<file path="src/rtl/sram_ctrl_pkg.sv">
// sram_ctrl_pkg: shared types and constants for the SRAM controller.
//   state_e     - access sequencer states (idle, low half, high half, done)
//   DATA_W      - pipeline data width (32)
//   HALF_W      - SRAM data width (16)
//   DEF_*       - default parameter values used by sram_ctrl and sram_ctrl_if
package sram_ctrl_pkg;

    localparam int unsigned DATA_W           = 32;
    localparam int unsigned HALF_W           = 16;
    localparam int unsigned DEF_WAIT_CYCLES  = 2;
    localparam int unsigned DEF_BASE_ADDR    = 1024;
    localparam int unsigned DEF_SRAM_AW      = 18;

    typedef enum logic [1:0] {
        StIdle = 2'd0,
        StLo   = 2'd1,
        StHi   = 2'd2,
        StDone = 2'd3
    } state_e;

    // Width of a counter able to hold 0..n-1 (at least one bit).
    function automatic int unsigned cnt_width(input int unsigned n);
        return (n > 1) ? $clog2(n) : 1;
    endfunction

endpackage

</file>
<file path="src/rtl/sram_ctrl_if.sv">
// sram_ctrl_if: MEM-stage request bus plus SRAM pad signals.
//   master modport: pipeline/board side (drives requests and sram_dq_in)
//   slave  modport: sram_ctrl side (drives rd_data, ready and the SRAM pins)
//   Requests: wr_en, rd_en, address[31:0], st_val[31:0]
//   Response: rd_data[31:0], ready
//   SRAM:     sram_addr[SRAM_AW-1:0], sram_dq_out/in[15:0], sram_dq_oe, sram_we_n, sram_oe_n
interface sram_ctrl_if #(
    parameter int unsigned SRAM_AW = sram_ctrl_pkg::DEF_SRAM_AW
) ();

    logic                              wr_en;
    logic                              rd_en;
    logic [sram_ctrl_pkg::DATA_W-1:0]  address;
    logic [sram_ctrl_pkg::DATA_W-1:0]  st_val;
    logic [sram_ctrl_pkg::DATA_W-1:0]  rd_data;
    logic                              ready;
    logic [SRAM_AW-1:0]                sram_addr;
    logic [sram_ctrl_pkg::HALF_W-1:0]  sram_dq_out;
    logic [sram_ctrl_pkg::HALF_W-1:0]  sram_dq_in;
    logic                              sram_dq_oe;
    logic                              sram_we_n;
    logic                              sram_oe_n;

    modport master (
        output wr_en, rd_en, address, st_val, sram_dq_in,
        input  rd_data, ready, sram_addr, sram_dq_out, sram_dq_oe, sram_we_n, sram_oe_n
    );

    modport slave (
        input  wr_en, rd_en, address, st_val, sram_dq_in,
        output rd_data, ready, sram_addr, sram_dq_out, sram_dq_oe, sram_we_n, sram_oe_n
    );

endinterface

</file>
<file path="src/rtl/sram_wait_counter.sv">
// sram_wait_counter: loadable down-counter with terminal flag, one per half-word access.
//   clk, rst      - clock, asynchronous active-high reset
//   i_load        - load i_load_val (has priority over counting)
//   i_load_val    - value loaded on i_load
//   i_en          - decrement while non-zero
//   o_count       - current count
//   o_done        - count is zero (last cycle of the half)
module sram_wait_counter #(
    parameter int unsigned CNT_W = 1
) (
    input  logic             clk,
    input  logic             rst,
    input  logic             i_load,
    input  logic [CNT_W-1:0] i_load_val,
    input  logic             i_en,
    output logic [CNT_W-1:0] o_count,
    output logic             o_done
);

    logic [CNT_W-1:0] r_count;

    always_ff @(posedge clk or posedge rst) begin
        if (rst) begin
            r_count <= '0;
        end else if (i_load) begin
            r_count <= i_load_val;
        end else if (i_en && (r_count != '0)) begin
            r_count <= r_count - CNT_W'(1);
        end
    end

    assign o_count = r_count;
    assign o_done  = (r_count == '0);

endmodule

</file>
<file path="src/rtl/sram_ctrl.sv">
// sram_ctrl: splits 32-bit MEM-stage loads/stores into two 16-bit asynchronous SRAM accesses
// (low half at {idx,0}, high half at {idx,1}), holding ready low while an access is in flight.
//   clk, rst - clock, asynchronous active-high reset
//   bus      - sram_ctrl_if.slave: request/response and SRAM pad signals
//   Optional (macro SRAM_CTRL_STATS_EN): stat_accesses, stat_stall_cycles saturating counters.
module sram_ctrl import sram_ctrl_pkg::*; #(
    parameter int unsigned WAIT_CYCLES = DEF_WAIT_CYCLES,
    parameter int unsigned BASE_ADDR   = DEF_BASE_ADDR,
    parameter int unsigned SRAM_AW     = DEF_SRAM_AW
) (
    input  logic        clk,
    input  logic        rst,
    sram_ctrl_if.slave  bus
`ifdef SRAM_CTRL_STATS_EN
    ,
    output logic [31:0] stat_accesses,
    output logic [31:0] stat_stall_cycles
`endif
);

    localparam int unsigned CW = cnt_width(WAIT_CYCLES);
    localparam int unsigned IW = SRAM_AW - 1;
    localparam logic [CW-1:0] CNT_LOAD = CW'(WAIT_CYCLES - 1);
    // A one-cycle half is entirely its own hold cycle, so we_n never drops.
    localparam logic ONE_CYCLE = (WAIT_CYCLES == 1);

    state_e              r_state;
    logic                r_is_wr;
    logic [IW-1:0]       r_idx;
    logic [HALF_W-1:0]   r_st_hi;
    logic [DATA_W-1:0]   r_rd_data;
    logic [SRAM_AW-1:0]  r_sram_addr;
    logic [HALF_W-1:0]   r_dq_out;
    logic                r_dq_oe;
    logic                r_we_n;
    logic                r_oe_n;

    logic                w_req;
    logic [IW-1:0]       w_idx;
    logic                w_load;
    logic                w_cnt_en;
    logic [CW-1:0]       w_cnt;
    logic                w_cnt_done;
    logic                w_ready;

    assign w_req    = bus.wr_en | bus.rd_en;
    assign w_idx    = IW'((bus.address - BASE_ADDR) >> 2);
    assign w_load   = ((r_state == StIdle) && w_req) || ((r_state == StLo) && w_cnt_done);
    assign w_cnt_en = (r_state == StLo) || (r_state == StHi);

    sram_wait_counter #(
        .CNT_W (CW)
    ) u_wait_counter (
        .clk        (clk),
        .rst        (rst),
        .i_load     (w_load),
        .i_load_val (CNT_LOAD),
        .i_en       (w_cnt_en),
        .o_count    (w_cnt),
        .o_done     (w_cnt_done)
    );

    // Outputs are registered, so each branch sets the pin values for the coming cycle.
    always_ff @(posedge clk or posedge rst) begin
        if (rst) begin
            r_state     <= StIdle;
            r_is_wr     <= 1'b0;
            r_idx       <= '0;
            r_st_hi     <= '0;
            r_rd_data   <= '0;
            r_sram_addr <= '0;
            r_dq_out    <= '0;
            r_dq_oe     <= 1'b0;
            r_we_n      <= 1'b1;
            r_oe_n      <= 1'b1;
        end else begin
            unique case (r_state)
                StIdle: begin
                    if (w_req) begin
                        r_state     <= StLo;
                        r_is_wr     <= bus.wr_en;   // write wins over read
                        r_idx       <= w_idx;
                        r_st_hi     <= bus.st_val[DATA_W-1:HALF_W];
                        r_sram_addr <= {w_idx, 1'b0};
                        r_dq_out    <= bus.st_val[HALF_W-1:0];
                        r_dq_oe     <= bus.wr_en;
                        r_we_n      <= !bus.wr_en || ONE_CYCLE;
                        r_oe_n      <= bus.wr_en;
                    end
                end
                StLo: begin
                    if (w_cnt_done) begin
                        r_state     <= StHi;
                        r_sram_addr <= {r_idx, 1'b1};
                        r_dq_out    <= r_st_hi;
                        r_we_n      <= !r_is_wr || ONE_CYCLE;
                        if (!r_is_wr) begin
                            r_rd_data[HALF_W-1:0] <= bus.sram_dq_in;
                        end
                    end else begin
                        // Release we_n for the final cycle so data is held past the rising edge.
                        r_we_n <= !r_is_wr || (w_cnt == CW'(1));
                    end
                end
                StHi: begin
                    if (w_cnt_done) begin
                        r_state     <= StDone;
                        r_sram_addr <= '0;
                        r_dq_out    <= '0;
                        r_dq_oe     <= 1'b0;
                        r_we_n      <= 1'b1;
                        r_oe_n      <= 1'b1;
                        if (!r_is_wr) begin
                            r_rd_data[DATA_W-1:HALF_W] <= bus.sram_dq_in;
                        end
                    end else begin
                        r_we_n <= !r_is_wr || (w_cnt == CW'(1));
                    end
                end
                StDone: begin
                    // The pipeline advances on this edge; its still-asserted request is ignored.
                    r_state <= StIdle;
                end
                default: r_state <= StIdle;
            endcase
        end
    end

    // Combinational in IDLE so the freeze covers the request's first cycle.
    always_comb begin
        w_ready = 1'b0;
        unique case (r_state)
            StIdle:  w_ready = !w_req;
            StDone:  w_ready = 1'b1;
            default: w_ready = 1'b0;
        endcase
    end

    assign bus.ready       = w_ready;
    assign bus.rd_data     = r_rd_data;
    assign bus.sram_addr   = r_sram_addr;
    assign bus.sram_dq_out = r_dq_out;
    assign bus.sram_dq_oe  = r_dq_oe;
    assign bus.sram_we_n   = r_we_n;
    assign bus.sram_oe_n   = r_oe_n;

`ifdef SRAM_CTRL_STATS_EN
    logic [31:0] r_stat_acc;
    logic [31:0] r_stat_stall;

    always_ff @(posedge clk or posedge rst) begin
        if (rst) begin
            r_stat_acc   <= '0;
            r_stat_stall <= '0;
        end else begin
            if ((r_state == StDone) && (r_stat_acc != '1)) begin
                r_stat_acc <= r_stat_acc + 32'd1;
            end
            if (!w_ready && (r_stat_stall != '1)) begin
                r_stat_stall <= r_stat_stall + 32'd1;
            end
        end
    end

    assign stat_accesses     = r_stat_acc;
    assign stat_stall_cycles = r_stat_stall;
`endif

endmodule

</file>
<file path="src/flat_wrapper.sv">
// flat-port wrapper written by rule: the top's interface ports become plain ports
module sram_ctrl_flat import sram_ctrl_pkg::*;
#(
    parameter int unsigned WAIT_CYCLES = DEF_WAIT_CYCLES,
    parameter int unsigned BASE_ADDR   = DEF_BASE_ADDR,
    parameter int unsigned SRAM_AW     = DEF_SRAM_AW
)
  (clk, rst, bus_wr_en, bus_rd_en, bus_address, bus_st_val, bus_sram_dq_in, bus_rd_data, bus_ready, bus_sram_addr, bus_sram_dq_out, bus_sram_dq_oe, bus_sram_we_n, bus_sram_oe_n);
  sram_ctrl_if #(.SRAM_AW(SRAM_AW)) bus_i ();
  input  logic clk;
  input  logic rst;
  input wire logic [$bits(bus_i.wr_en)-1:0] bus_wr_en;
  input wire logic [$bits(bus_i.rd_en)-1:0] bus_rd_en;
  input wire logic [$bits(bus_i.address)-1:0] bus_address;
  input wire logic [$bits(bus_i.st_val)-1:0] bus_st_val;
  input wire logic [$bits(bus_i.sram_dq_in)-1:0] bus_sram_dq_in;
  output wire logic [$bits(bus_i.rd_data)-1:0] bus_rd_data;
  output wire logic [$bits(bus_i.ready)-1:0] bus_ready;
  output wire logic [$bits(bus_i.sram_addr)-1:0] bus_sram_addr;
  output wire logic [$bits(bus_i.sram_dq_out)-1:0] bus_sram_dq_out;
  output wire logic [$bits(bus_i.sram_dq_oe)-1:0] bus_sram_dq_oe;
  output wire logic [$bits(bus_i.sram_we_n)-1:0] bus_sram_we_n;
  output wire logic [$bits(bus_i.sram_oe_n)-1:0] bus_sram_oe_n;
  assign bus_i.wr_en = bus_wr_en;
  assign bus_i.rd_en = bus_rd_en;
  assign bus_i.address = bus_address;
  assign bus_i.st_val = bus_st_val;
  assign bus_i.sram_dq_in = bus_sram_dq_in;
  assign bus_rd_data = bus_i.rd_data;
  assign bus_ready = bus_i.ready;
  assign bus_sram_addr = bus_i.sram_addr;
  assign bus_sram_dq_out = bus_i.sram_dq_out;
  assign bus_sram_dq_oe = bus_i.sram_dq_oe;
  assign bus_sram_we_n = bus_i.sram_we_n;
  assign bus_sram_oe_n = bus_i.sram_oe_n;
  sram_ctrl #(.WAIT_CYCLES(WAIT_CYCLES), .BASE_ADDR(BASE_ADDR), .SRAM_AW(SRAM_AW)) u_core (.clk(clk), .rst(rst), .bus(bus_i));
endmodule
</file>
<file path="config.mk">
export PLATFORM = sky130hd
export DESIGN_NAME = sram_ctrl_flat
export DESIGN_NICKNAME = d
export VERILOG_FILES = /design/src/rtl/sram_ctrl_pkg.sv /design/src/rtl/sram_ctrl_if.sv /design/src/rtl/sram_wait_counter.sv /design/src/rtl/sram_ctrl.sv /design/src/flat_wrapper.sv
export SDC_FILE = /design/constraint.sdc
export NUM_CORES = 1
export LEC_CHECK = 0
export BUFFER_PORTS_ARGS = -buffer_cell sky130_fd_sc_hd__buf_2
export CORE_MARGIN = 1
export CORE_UTILIZATION = 46
export DETAILED_ROUTE_END_ITERATION = 12
export GPL_TIMING_DRIVEN = 0
export PLACE_DENSITY = 0.82
export SLEW_MARGIN = 20
export SYNTH_ARGS = -nofsm -noshare
export SYNTH_HDL_FRONTEND = slang
export SYNTH_HIERARCHICAL = 1
export SYNTH_SLANG_ARGS = --single-unit
</file>
<file path="constraint.sdc">
create_clock -name clk -period 3.02 [get_ports clk]
set_input_delay 0.302 -clock clk [delete_from_list [all_inputs] [get_ports clk]]
set_output_delay 0.302 -clock clk [all_outputs]
set_load 0.02 [all_outputs]
</file>
==> run summary <==
Setup Viol. Count Final: 0
Distinct cell type count of the synthesized netlist: 41
Simple-gate portion of the synthesized area: 0.1080
Minimum clock period: 2732 ps
Share of cells above drive strength 1: 0.4179
Startpoint of the worst setup timing path: u_core/r_state[0]$_DFFE_PP0P_
WP data required: 2720 ps
Kind of critical path: reg -> out
Post-CTS Setup Bufs: 0
Total half-perimeter wirelength after legalization and detailed placement: 8105 um
Number of nets in the layout: 645
Result of the run: finished, final reports clean
Detailed-route wire length: 10800 um
Avg Synthesized Cell Area: 11.55 um2
Share of power burned in registers: 0.353
Inserted Clock Buffers: 9
Height of the chip: 102.5 um
Slew of the pin with the lowest slew margin: 945.8 ps
Post-route DRC violation count: 0
Count of pins on the block boundary: 154
Insertion delay to the later sink of the worst-skew pair: 360 ps
Fraction of synthesized area in multiplexers: 0.1536
Vias: 3557
Clock sink count: 106
Net Sw Power: 0.003110 W
Synthesized-area fraction occupied by ao, oa, aoi and oai cells: 0.1018
Launch instance of the worst register-to-register path: u_core/r_state[0]$_DFFE_PP0P_
Pins Over Slew Limit: 0
Number of global-route vias before repair: 3675
Wire length per cell after detailed routing: 15.56 um
TritonCTS clock tree: built
Initial core utilization: 0.4752
Max Fclk: 0.3660 GHz
Sequential-to-total area share from yosys stat: 0.5717
Pwr dens: 1245 nW/um2
Launching element type of the critical path: register
Top-area cell type share of the netlist area: 0.5603
Primary flip-flop cell chosen by synthesis mapping: sky130_fd_sc_hd__dfrtp_1
Cell count after placement: 676
Cell count after synthesis: 402
Cell taking the most area after synthesis: sky130_fd_sc_hd__dfrtp_1
Number of flops mapped to enable cells by yosys: 0
Clock-pin slew on the worst setup and hold paths: 100 ps
Type of element capturing the critical path: output port
Top post-synthesis cells by area: sky130_fd_sc_hd__dfrtp_1, sky130_fd_sc_hd__mux2_2, sky130_fd_sc_hd__a21oi_1
Max_slew headroom: 0.3652
Non-filler cells, final: 694
Fraction of synthesis flops using an asynchronous set or reset pin: 1.000
Main combinational cell family by area after synthesis: multiplexers
Worst hold path class: in -> reg
Die Span X: 102.5 um
Max VDD drop: 0.6187 mV
GRT Util Overall: 0.2143
Longest Clk Path Bufs: 2
Final clock period utilization by the worst path: 0.9047
Flip-flop and latch count after synthesis: 106
Critical path peak fanout: 10
Skew final: 9.425 ps
Post-Synthesis Net Count: 492
Internal power: 0.004092 W
Proportion of power drawn by combinational gates: 0.522
Global-route wire length before repair: 17140 um
Routability cong.: 0.7595
Average vias per placed instance: 5.125
Setup slack of the most critical reg-to-reg path: 730 ps
Clk network pwr share: 0.125
Total congestion overflow: 0
Endpoint of the most critical setup path: bus_ready
Max_cap viols: 0
Worst reg2reg path depth: 7
Area of the mapped netlist: 4644 um2
First drt pass iteration count: 4
Number of antenna violations at the first check in global routing: 2
Xor-xnor portion of the synthesized cell area: 0.01320
Post-Route Setup TNS: 0 ps
H-tree levels: 3
Master cell of the clock root buffer: sky130_fd_sc_hd__clkbuf_8
Endpoint of the lowest-slack register-to-register path: u_core/bus.sram_dq_out[7]$_DFFE_PP0P_
Die Outline Area: 10500 um2
Switching part of the total power: 0.4318
DRT antenna net count: 0
Leading cell types in the layout, fill and taps excluded: sky130_fd_sc_hd__buf_2, sky130_fd_sc_hd__dfrtp_1, sky130_fd_sc_hd__mux2_2
Most frequent standard cell in the layout excluding fill and tap cells: sky130_fd_sc_hd__buf_2
Core Box Area: 9774 um2
Unrepaired setup endpoints after global routing: no
Post-Synth Adder-Cell Area: 0.01616
Maximum number of pins on one net before global-route repair: 34
Detailed router's first-iteration violation count: 101
Worst Path Arrival: 2430 ps
Number of buffer cells added on primary ports: 138
Area growth from synthesis to layout: 24.60%
Number of rows created at floorplan: 36
Final hold vios: 0
Synth warn: 6
Leakage power summed over all cells: 2.750 nW
==> critical path: stages, from the launching register on <==
cell and delay (ps):
sky130_fd_sc_hd__dfrtp_1 400, sky130_fd_sc_hd__inv_1 100, sky130_fd_sc_hd__ha_1 500, sky130_fd_sc_hd__clkbuf_1 440, sky130_fd_sc_hd__clkbuf_2 360, sky130_fd_sc_hd__nor2_1 90
sky130_fd_sc_hd__buf_2 170
==> synthesized netlist by cell type, types with 2 or more instances <==
cell,instances
sky130_fd_sc_hd__a21oi_1,43
sky130_fd_sc_hd__a31oi_1,10
sky130_fd_sc_hd__and3_1,2
sky130_fd_sc_hd__buf_2,6
sky130_fd_sc_hd__buf_6,3
sky130_fd_sc_hd__clkbuf_1,13
sky130_fd_sc_hd__dfrtp_1,104
sky130_fd_sc_hd__dfstp_2,2
sky130_fd_sc_hd__ha_1,6
sky130_fd_sc_hd__inv_1,10
sky130_fd_sc_hd__mux2_2,58
sky130_fd_sc_hd__mux2i_1,6
sky130_fd_sc_hd__nand2_1,19
sky130_fd_sc_hd__nand2b_1,6
sky130_fd_sc_hd__nand3_1,9
sky130_fd_sc_hd__nor2_1,38
sky130_fd_sc_hd__nor2b_1,21
sky130_fd_sc_hd__nor3b_1,3
sky130_fd_sc_hd__nor4_1,2
sky130_fd_sc_hd__o211ai_1,2
sky130_fd_sc_hd__o21a_1,2
sky130_fd_sc_hd__o21ai_0,11
sky130_fd_sc_hd__o31ai_1,3
sky130_fd_sc_hd__xnor2_1,5
sky130_fd_sc_hd__xor2_1,2
==> area by class of cell <==
cell class	count	area [um2]
multi-input cells	262	1828
plain buffers	23	121.4
inverters	11	45.04
clock buffers	9	123.9
well taps	133	166.4
repair buffers	142	760.7
fillers	847	3988
clock inverters	7	83.83
diodes	1	2.502
flip-flops and latches	106	2655
==> stage by stage <==
| step | hold WS [ps] | total power, W | utilization | area, um2 | setup WS [ps] |
|---|---|---|---|---|---|
| global route | 151.0 | 0.007747 | 0.5918 | 5784 | 122.9 |
| CTS | 145.6 | 0.007265 | 0.5917 | 5783 | 71.41 |
| detailed placement | 179.2 | 0.006347 | 0.5694 | 5565 | 504.7 |
| global placement | 171.9 | 0.006165 | 0.5632 | 5505 | 530.2 |
| floorplan | 30.71 | 0.005170 | - | 4648 | 1087 |
| finish | 167.7 | 0.007202 | 0.5920 | 5787 | 287.8 |
==> cell families (layout without fill, tap and decap cells) <==
group	Yosys count	in the layout
AOI/OAI and AO/OA	80	80
xor gates and xnor gates	7	7
adders and majority gates	6	6
buffers and inverters	34	192
DFF	106	106
muxes	64	64
other	1	2
and+or+nand+nor	104	104
==> power by group through the flow <==
stage | registers (W) | logic [W] | clock network, W
CTS | 0.00254 | 0.00379 | 0.000936
global route | 0.00263 | 0.00414 | 0.000980
floorplan | 0.00309 | 0.00208 | 0
detailed placement | 0.00257 | 0.00378 | 0
global placement | 0.00252 | 0.00365 | 0
finish | 0.00254 | 0.00376 | 0.000901
==> routing by layer <==
metal	global-route usage	up-vias	share of wire
met2	0.3805	125	0.49
met3	0.06772	10	0.077
met4	0.06374	0	0.012
met5	0	-	0
li1	-	1693	-
met1	0.2461	1729	0.43
==> sequential cells by signal, summed over array words and instances (netlist names) <==
register                       flops
u_core/bus.sram_dq_oe              1
u_core/u_wait_counter/o_count      1
u_core/r_idx                      17
u_core/r_st_hi                    16
u_core/bus.sram_we_n               1
u_core/r_state                     2
u_core/bus.rd_data                32
u_core/r_is_wr                     1
u_core/bus.sram_dq_out            16
u_core/bus.sram_addr              18
u_core/bus.sram_oe_n               1
==> timing repair <==
item | in CTS | in global routing
setup endpoints to repair | 0 | 1
hold endpoints to repair | 8 | 0
hold buffers | 1 | 0
resized for setup | 0 | 2
==> worst min-delay path by stage <==
| stage | cells past startpoint | from | slack [ps] | endpoint |
|---|---|---|---|---|
| floorplan | 1 | rst | 30 | u_core/u_wait_counter/o_count$_DFFE_PP0P_ |
| global placement | 2 | rst | 170 | u_core/u_wait_counter/o_count$_DFFE_PP0P_ |
| detailed placement | 2 | rst | 180 | u_core/u_wait_counter/o_count$_DFFE_PP0P_ |
| CTS | 2 | bus_st_val[24] | 150 | u_core/r_st_hi[8]$_DFFE_PP0P_ |
| global route | 2 | bus_st_val[27] | 150 | u_core/r_st_hi[11]$_DFFE_PP0P_ |
| finish | 2 | bus_st_val[21] | 170 | u_core/r_st_hi[5]$_DFFE_PP0P_ |
(Power assumes the default switching activity.)
